===== src/rtl/i2c_pkg.sv =====
// i2c_pkg: shared sequencer state encoding, default widths and packed command word layout.
package i2c_pkg;
  typedef enum logic [1:0] {IDLE, LAUNCH, BUSY, RESP} state_t;
  localparam int DEF_ADDR_W = 7;
  localparam int DEF_DATA_W = 8;
  localparam int CMD_W = 1 + DEF_ADDR_W + DEF_DATA_W;
  localparam int CMD_DATA_LSB = 0;
  localparam int CMD_ADDR_LSB = DEF_DATA_W;
  localparam int CMD_RW_BIT = DEF_ADDR_W + DEF_DATA_W;
endpackage


===== src/rtl/i2c_cmd_fifo.sv =====
// i2c_cmd_fifo: synchronous DEPTH x W command FIFO with registered full/empty flags.
module i2c_cmd_fifo #(
  parameter int DEPTH = 4,
  parameter int W = 16
) (
  input  logic         clk,
  input  logic         rst,
  input  logic         push,
  input  logic [W-1:0] din,
  input  logic         pop,
  output logic [W-1:0] dout,
  output logic         full,
  output logic         empty
);
  localparam int AW = $clog2(DEPTH);
  logic [W-1:0] mem [DEPTH];
  logic [AW-1:0] wp, rp;
  logic [AW:0] cnt, cnt_n;
  logic do_push, do_pop;
  assign do_push = push && !full;
  assign do_pop = pop && !empty;
  assign cnt_n = cnt + (AW+1)'(do_push) - (AW+1)'(do_pop);
  assign dout = mem[rp];
  always_ff @(posedge clk) begin
    if (rst) begin
      wp <= '0;
      rp <= '0;
      cnt <= '0;
      full <= 1'b0;
      empty <= 1'b1;
    end else begin
      if (do_push) begin
        mem[wp] <= din;
        wp <= wp + 1'b1;
      end
      if (do_pop) rp <= rp + 1'b1;
      cnt <= cnt_n;
      full <= cnt_n == (AW+1)'(DEPTH);
      empty <= cnt_n == '0;
    end
  end
endmodule


===== src/rtl/i2c_cmd_sequencer.sv =====
// i2c_cmd_sequencer: queues I2C commands and runs them one at a time on the master.
// Define I2C_SEQ_TIMEOUT_EN to add a watchdog that aborts hung commands with rsp_err.
module i2c_cmd_sequencer
  import i2c_pkg::*;
#(
  parameter int DEPTH = 4,
  parameter int ADDR_W = DEF_ADDR_W,
  parameter int DATA_W = DEF_DATA_W,
  parameter int TIMEOUT_CYCLES = 4096
) (
  input  logic              clk,
  input  logic              rst,
  input  logic              cmd_valid,
  output logic              cmd_ready,
  input  logic              cmd_rw,
  input  logic [ADDR_W-1:0] cmd_addr,
  input  logic [DATA_W-1:0] cmd_data,
  output logic [ADDR_W-1:0] m_addr,
  output logic [DATA_W-1:0] m_data_in,
  output logic              m_rw,
  output logic              m_enable,
  input  logic              m_ready,
  input  logic [DATA_W-1:0] m_data_out,
  output logic              rsp_valid,
  input  logic              rsp_ready,
  output logic              rsp_rw,
  output logic [DATA_W-1:0] rsp_data,
  output logic              rsp_err
);
  localparam int CW = 1 + ADDR_W + DATA_W;
  state_t state, state_n;
  logic full, empty, pop, tmo, fin, active;
  logic [CW-1:0] head;
  i2c_cmd_fifo #(.DEPTH(DEPTH), .W(CW)) u_fifo (
    .clk(clk), .rst(rst), .push(cmd_valid && cmd_ready), .din({cmd_rw, cmd_addr, cmd_data}),
    .pop(pop), .dout(head), .full(full), .empty(empty)
  );
  assign cmd_ready = !full;
  assign active = state == LAUNCH || state == BUSY;
  assign pop = state == IDLE && !empty && m_ready;
  assign fin = active && (tmo || (state == BUSY && m_ready));
  assign m_enable = state == LAUNCH;
`ifdef I2C_SEQ_TIMEOUT_EN
  localparam int TW = $clog2(TIMEOUT_CYCLES);
  logic [TW-1:0] wd;
  always_ff @(posedge clk) begin
    if (rst || pop) wd <= '0;
    else if (active) wd <= wd + 1'b1;
  end
  assign tmo = active && wd == TW'(TIMEOUT_CYCLES - 1);
`else
  assign tmo = 1'b0;
`endif
  always_comb begin
    state_n = state;
    case (state)
      IDLE:    state_n = pop ? LAUNCH : IDLE;
      LAUNCH:  state_n = tmo ? RESP : (m_ready ? LAUNCH : BUSY);
      BUSY:    state_n = fin ? RESP : BUSY;
      default: state_n = rsp_ready ? IDLE : RESP;
    endcase
  end
  always_ff @(posedge clk) state <= rst ? IDLE : state_n;
  always_ff @(posedge clk) begin
    if (rst) begin
      {m_rw, m_addr, m_data_in} <= '0;
      rsp_valid <= 1'b0;
      rsp_rw <= 1'b0;
      rsp_data <= '0;
      rsp_err <= 1'b0;
    end else begin
      if (pop) {m_rw, m_addr, m_data_in} <= head;
      if (fin) begin
        rsp_valid <= 1'b1;
        rsp_rw <= m_rw;
        rsp_data <= (m_rw && !tmo) ? m_data_out : '0;
        rsp_err <= tmo;
      end else if (state == RESP && rsp_ready) begin
        rsp_valid <= 1'b0;
        rsp_err <= 1'b0;
      end
    end
  end
endmodule


===== config.mk =====
export PLATFORM = sky130hd
export DESIGN_NAME = i2c_cmd_sequencer
export DESIGN_NICKNAME = d
export VERILOG_FILES = /design/src/rtl/i2c_pkg.sv /design/src/rtl/i2c_cmd_fifo.sv /design/src/rtl/i2c_cmd_sequencer.sv
export SDC_FILE = /design/constraint.sdc
export NUM_CORES = 1
export LEC_CHECK = 0
export ABC_CLOCK_PERIOD_IN_PS = 2800
export CAP_MARGIN = 20
export CELL_PAD_IN_SITES_DETAIL_PLACEMENT = 2
export CELL_PAD_IN_SITES_GLOBAL_PLACEMENT = 2
export CORE_ASPECT_RATIO = 0.75
export CORE_MARGIN = 4
export CORE_UTILIZATION = 38
export CTS_CLUSTER_SIZE = 12
export DETAILED_ROUTE_END_ITERATION = 12
export GPL_ROUTABILITY_DRIVEN = 0
export PLACE_DENSITY = 0.74
export SLEW_MARGIN = 20
export SYNTH_ARGS = -nofsm -noshare
export SYNTH_HDL_FRONTEND = slang
export SYNTH_SLANG_ARGS = --single-unit
export TNS_END_PERCENT = 50

===== constraint.sdc =====
create_clock -name clk -period 2.8 [get_ports clk]
set_input_delay 0.28 -clock clk [delete_from_list [all_inputs] [get_ports clk]]
set_output_delay 0.28 -clock clk [all_outputs]
set_load 0.05 [all_outputs]

; After elaboration in Yosys (flattened, before gate mapping)
; Memory sizes are Yosys's and may differ from the RTL's. A register that Yosys moved wholly into a read port is not among the register bits.
; Cells that the tools add are included.
[word_totals]
reg_bits = 21
latch_bits = 0
mem_bits_rw = 64
romBits = 0
word_cells = 43
mem_count = 1
[op_classes]
n_addsub = 4
multipliers = 0
n_div = 0
magnitude_cmp = 0
eq_ne = 4
shift = 0
muxes = 11
bitwise = 0
reduce_logical = 14
[memory_table]
columns = name, words, width, rd, rd_ports_with_merged_regs, write_ports, line_no
row1 = u_fifo.mem, 4, 16, 1, 1, 1, i2c_cmd_fifo.sv:16  ; logic [W-1:0] mem [DEPTH];
[op_table]
columns = operator, n
row1 = $logic_and 1x1->1, 8
row2 = $mux 8, 1
row3 = $mux 1, 7
row4 = $pmux 2 s3, 1
row5 = $add 2x1->2 const B, 2
row6 = $eq 2x2->1 const B, 2
row7 = $mux 2, 2
row8 = $add 3x1->3, 1
row9 = $eq 3x3->1 const B, 1
row10 = $logic_not 3->1, 1
row11 = $sub 3x1->3, 1
row12 = $eq 2x1->1 const B, 1
row13 = $logic_not 1->1, 2
row14 = $logic_not 2->1, 1
row15 = $reduce_bool 2->1, 1
row16 = $logic_or 1x1->1, 1

; Longest topological paths before layout
; Gate-level depths: netlist of run 1.
[logic_depth]
word_depth = 6
mapped_depth = 10
depth_no_buf = 9

; Modules after synthesis
; A second synthesis of run 1 with hierarchy kept.
[unflattened]
hier_cells = 269
hier_area_um2 = 4031.4
[modules_own_cells]
columns = mod, instances, cells_per_inst, area_each_um2
row1 = i2c_cmd_fifo, 1, 133, 2839.0
row2 = i2c_cmd_sequencer, 1, 136, 1192.4

; Least setup slack after synthesis of run 1
; OpenSTA, ideal clock, no wires.
[synth_timing]
path_kind = register to register
startpoint = register state[1]
endpoint = register u_fifo.full
arrival_ps = 2305
required_ps = 2722
setup_slack_ps = 417
path_stages_with_launch = 11
n_path_buf = 1
period_less_slack_ps = 2383
cell_sequence = dfxtp_1 buf_6 or4b_4 clkinv_2 ha_1 inv_1 ha_1 fa_1 xnor3_1 nand2_1 nor3_1
[synth_between]
elab_chain_len = 6
[synth_lines]
columns = element, line_no
row1 = "start, declared", i2c_cmd_sequencer.sv:31  ; state_t state, state_n;
row2 = "start signal, assigned", i2c_cmd_sequencer.sv:63  ; always_ff @(posedge clk) state <= rst ? IDLE : state_n;
row3 = $logic_not 2->1, i2c_cmd_sequencer.sv:40  ; assign pop = state == IDLE && !empty && m_ready;
row4 = $logic_and 1x1->1 (2 in series), i2c_cmd_sequencer.sv:40
row5 = $logic_and 1x1->1, i2c_cmd_fifo.sv:21  ; assign do_pop = pop && !empty;
row6 = via u_fifo.do_pop, i2c_cmd_fifo.sv:19  ; logic do_push, do_pop;
row7 = $sub 3x1->3, i2c_cmd_fifo.sv:22  ; assign cnt_n = cnt + (AW+1)'(do_push) - (AW+1)'(do_pop);
row8 = $eq 3x3->1, i2c_cmd_fifo.sv:38  ; full <= cnt_n == (AW+1)'(DEPTH);
row9 = "end signal, assigned", i2c_cmd_fifo.sv:38
row10 = "end, declared", i2c_cmd_fifo.sv:12  ; output logic full,
; The timed path passes the listed nets, and every way through them passes these cells.
; A chain may end at the register's enable or synchronous reset.

; Final worst setup path of run 1
; Same ends and word-level chain as after synthesis.

==> metrics.sh, run 1 <==
MOST_FREQUENT_CELL_AFTER_SYNTHESIS='sky130_fd_sc_hd__edfxtp_1'
CTS_INSERTED_BUFFERS=9
TIMING.CRITICAL_PATH.SLOWEST_CELL_DELAY_NS=0.58
RSZ_0062_RAISED_AFTER_GLOBAL_ROUTING='false'
FLOORPLAN.ROWS=31
CRITICAL_PATH.MAX_FANOUT=10
CTS.HTREE.LEVELS=3
TRANSITION_TIME_AT_THE_PIN_WITH_THE_LEAST_SLEW_MARGIN_NS=0.821
CP_SLOWEST_CELL='sky130_fd_sc_hd__or4b_4'
WORST_SETUP_HOLD_PATH_CLK_SLEW_NS=0.07
ROUTEDWLPERCELL_UM=21.1
SYNTH_ASYNC_SR_FLOP_SHARE_PCT=0
FLOORPLAN.IO_PINS=58
RUN_STATUS='finished clean'
POWER_mW=3.92
SYNTH.YOSYS.WARNINGS=0
SYN-NUM-NETS=268
CTS_SINKS=101
SYNTH_AREA_PER_CELL_UM2=16.2
MAX_FREQ_MHz=389
SYNTH_TOP_CELLS_BY_AREA='sky130_fd_sc_hd__edfxtp_1, sky130_fd_sc_hd__dfxtp_1, sky130_fd_sc_hd__mux4_2'
CORE_REGION_AREA_UM2=9660
CTS-RESIZED-GATES=0
MULTIINPUTGATEAREA_UM2=976
ROUTED-VIA-COUNT=2186
FP.DIEAREA_UM2=11600
FIN_UTIL_PCT=49.6
DRT_WL_TOTAL_UM=9100
ARRIVAL_NS=2.82
FINISH.NET_COUNT=332
TRITONCTS_CLOCK_TREE='done'
DRT_ITER0_DRC=123
IR_DROP_V=0.000389
CELLLEAKAGEPOWER_nW=1.64
YS_SEQ_AREA_SHARE_PCT=70.8
CAP_VIOLATIONS=0
DIODES=0
SYNTHDOMINANTAREACELLTYPE='sky130_fd_sc_hd__edfxtp_1'
FINAL_PERIOD_MINUS_WORST_SETUP_SLACK_NS=2.57
FP.DIEH_UM=94.1
CRIT_PATH_DEPTH=9
BUFFER_PORTS.INSERTED=56
SYNTHCELLS=232
R2R_START='state[1]'
CRITICAL_PATH.STARTPOINT_TYPE='register'
GLOBALROUTE.TOTALOVERFLOW=0
DP_HPWL_UM=6210
CP.BUFFERS_INVERTERS=2
GRT_PASS1_VIAS=2500
SYNTH_SEQ_CELLS=101
LAYOUT_CELLS_SIZED_ABOVE_1_PCT=14.7
LARGEST_NET_DEGREE_AT_THE_START_OF_GLOBAL_ROUTING=17
HP-START='rsp_data[0]'
CTS_POST_SETUP_BUFFERS_INSERTED=0
GRT_ANTENNA_BEFORE_REPAIR=0
PLACEDINSTANCEAREA_UM2=4500
YOSYS_MOST_USED_DFF='sky130_fd_sc_hd__edfxtp_1'
FIN_CRIT_SH_PCT=91.8
TRACK_USAGE_PCT=16.9
CRITICAL_PATH.ENDPOINT_TYPE='register'
REG2REGPATHDEPTH=9
NETLIST-CELL-TYPE-COUNT=35
SYNTH_TOP_AREA_SHARE_PCT=51.1
N_FILL_CELL=888
WORST_SKEW_PAIR.LATE_LATENCY_NS=0.34
CLOCK_SKEW_NS=0.00543
MIN_PATH_CELLS=2
CLK_ROOT_BUFFER_CELL='sky130_fd_sc_hd__clkbuf_16'
SLEW_HEADROOM_PCT=45.2
FINALSETUPVIOLCOUNT=0
DETAIL_ROUTE.DRC_VIOLATIONS=0
FIN_MAX_SLEW_VIOS=0
P_PER_AREA_nW_PER_UM2=819
GLOBAL_ROUTE_WIRE_LENGTH_BEFORE_REPAIR_UM=14100
CTS.HOLD.BUFFERS_ADDED=0
SEQUENTIAL_CELL_AREA_UM2=2660
CRIT_PATH_LAUNCH='state[1]'
CPLARGESTDELAYFAMILY='simple AND/OR/NAND/NOR gates'
WORSTPATHREQUIRED_NS=3.06
WORSTSETUPPATHTYPE='register to register'
SYNTH_AREA_UM2=3760
ROUTED_VIA_DENSITY=5.06
SETUP-TNS-FINAL_NS=0
FF2FF_SETUP_SLACK_NS=0.23
CRITICAL_PATH.MOST_COMMON_CELL='sky130_fd_sc_hd__ha_1'
DIE_WIDTH_UM=123
CRITICAL_PATH.CELL_CHAIN='or4b_4 > clkinv_2 > ha_1 > inv_1 > ha_1 > fa_1 > xnor3_1 > nand2_1 > nor3_1'
STARTING_UTILIZATION_OF_THE_CORE_AREA_PCT=38.9
POST_SYNTH_MOST_FREQUENT_CELLS='sky130_fd_sc_hd__edfxtp_1, sky130_fd_sc_hd__dfxtp_1, sky130_fd_sc_hd__a22o_1, sky130_fd_sc_hd__mux4_2, sky130_fd_sc_hd__nand2_1'
SYNTH-EDFF-COUNT=64
CTS-ROOT-TO-SINK-BUFFERS=2
HP-CLASS='register to register'
DR.PASS1.ITERS=4
DESIGN_AREA_UM2=4790
AREA.GROWTH.SYNTH_TO_FINAL_PCT=27.3
HOLD_VIOL_FINAL=0
POSTROUTEANTENNANETS=0
==> final timing paths <==
check	end
worst max register to register	u_fifo.full
worst min-delay path	rsp_data[0]
worst max-delay path	u_fifo.full
worst min register to register	rsp_data[0]
==> power by group <==
| group | total, mW | switching (mW) | internal, mW | leakage, nW |
|---|---|---|---|---|
| sequential | 1.83 | 0.100 | 1.73 | 0.882 |
| combinational | 0.879 | 0.489 | 0.390 | 0.618 |
| clock | 1.21 | 0.530 | 0.675 | 0.136 |
| total | 3.92 | 1.12 | 2.80 | 1.64 |
==> registers in the layout (all words and copies together), names as in the netlist, 2 cells and up <==
register / flops
state: 2
u_fifo.wp: 2
u_fifo.rp: 2
rsp_data: 8
m_addr: 7
u_fifo.mem: 64
u_fifo.cnt: 3
m_data_in: 8
==> stage by stage <==
step	worst slack, ns	cells	hold WS (ns)
floorplan	0.417	232	0.379
global placement	0.103	417	0.439
detailed placement	-0.0737	417	0.455
finish	0.231	432	0.460
global route	0.0801	432	0.486
CTS	0.193	432	0.462
==> cells in the final DEF (no fill, tap or decap), types with 2 or more instances in the layout <==
cell and n:
sky130_fd_sc_hd__edfxtp_1 64, sky130_fd_sc_hd__clkdlybuf4s50_1 56, sky130_fd_sc_hd__dfxtp_1 37, sky130_fd_sc_hd__nand2_1 16, sky130_fd_sc_hd__mux4_2 16, sky130_fd_sc_hd__a22o_1 16
sky130_fd_sc_hd__a21oi_1 14, sky130_fd_sc_hd__inv_1 11, sky130_fd_sc_hd__clkbuf_16 10, sky130_fd_sc_hd__buf_4 9, sky130_fd_sc_hd__nand3_1 8, sky130_fd_sc_hd__ha_1 6
sky130_fd_sc_hd__and3_1 5, sky130_fd_sc_hd__nor2b_1 4, sky130_fd_sc_hd__nor2_1 3, sky130_fd_sc_hd__clkinv_2 2, sky130_fd_sc_hd__clkinvlp_4 2
==> layer usage <==
| metal | track usage, % | up-vias | wire [um] |
|---|---|---|---|
| met4 | 5.22 | 0 | 141 |
| li1 | - | 998 | - |
| met5 | 0 | - | 0 |
| met2 | 28.9 | 43 | 4680 |
| met1 | 20.8 | 1133 | 3930 |
| met3 | 4.70 | 12 | 347 |
==> worst min-delay path: cells and delay by family, from the launching register on <==
family | cells | cell delay (ns)
AO/OA/AOI/OAI | 1 | 0.05
flip-flops | 1 | 0.31
AND/OR/NAND/NOR | 1 | 0.05
==> final cells by class <==
cell class,count,area share [%]
clock buffer,12,5.59
clock inverter,3,0.418
inverter,12,0.967
multi-input combinational,106,20.4
sequential,101,55.6
tap,132,3.45
timing repair buffer,66,13.5
==> cells by family after synthesis <==
family | count (synthesis) | synth area share (%)
flip-flops | 101 | 70.8
AND/OR/NAND/NOR | 46 | 6.56
AO/OA/AOI/OAI | 34 | 6.36
buffers and inverters | 25 | 3.20
multiplexers | 16 | 9.59
adder cells (fa/ha/maj) | 7 | 2.53
XOR/XNOR | 2 | 0.832
other | 1 | 0.0998
Power figures use the tool's default switching activity.
==> run 2: changes to the inputs <==
- CAP_MARGIN: 20 -> 10
==> results of run 2 <==
The final DEF is identical to that of run 1; final timing and power are the same.
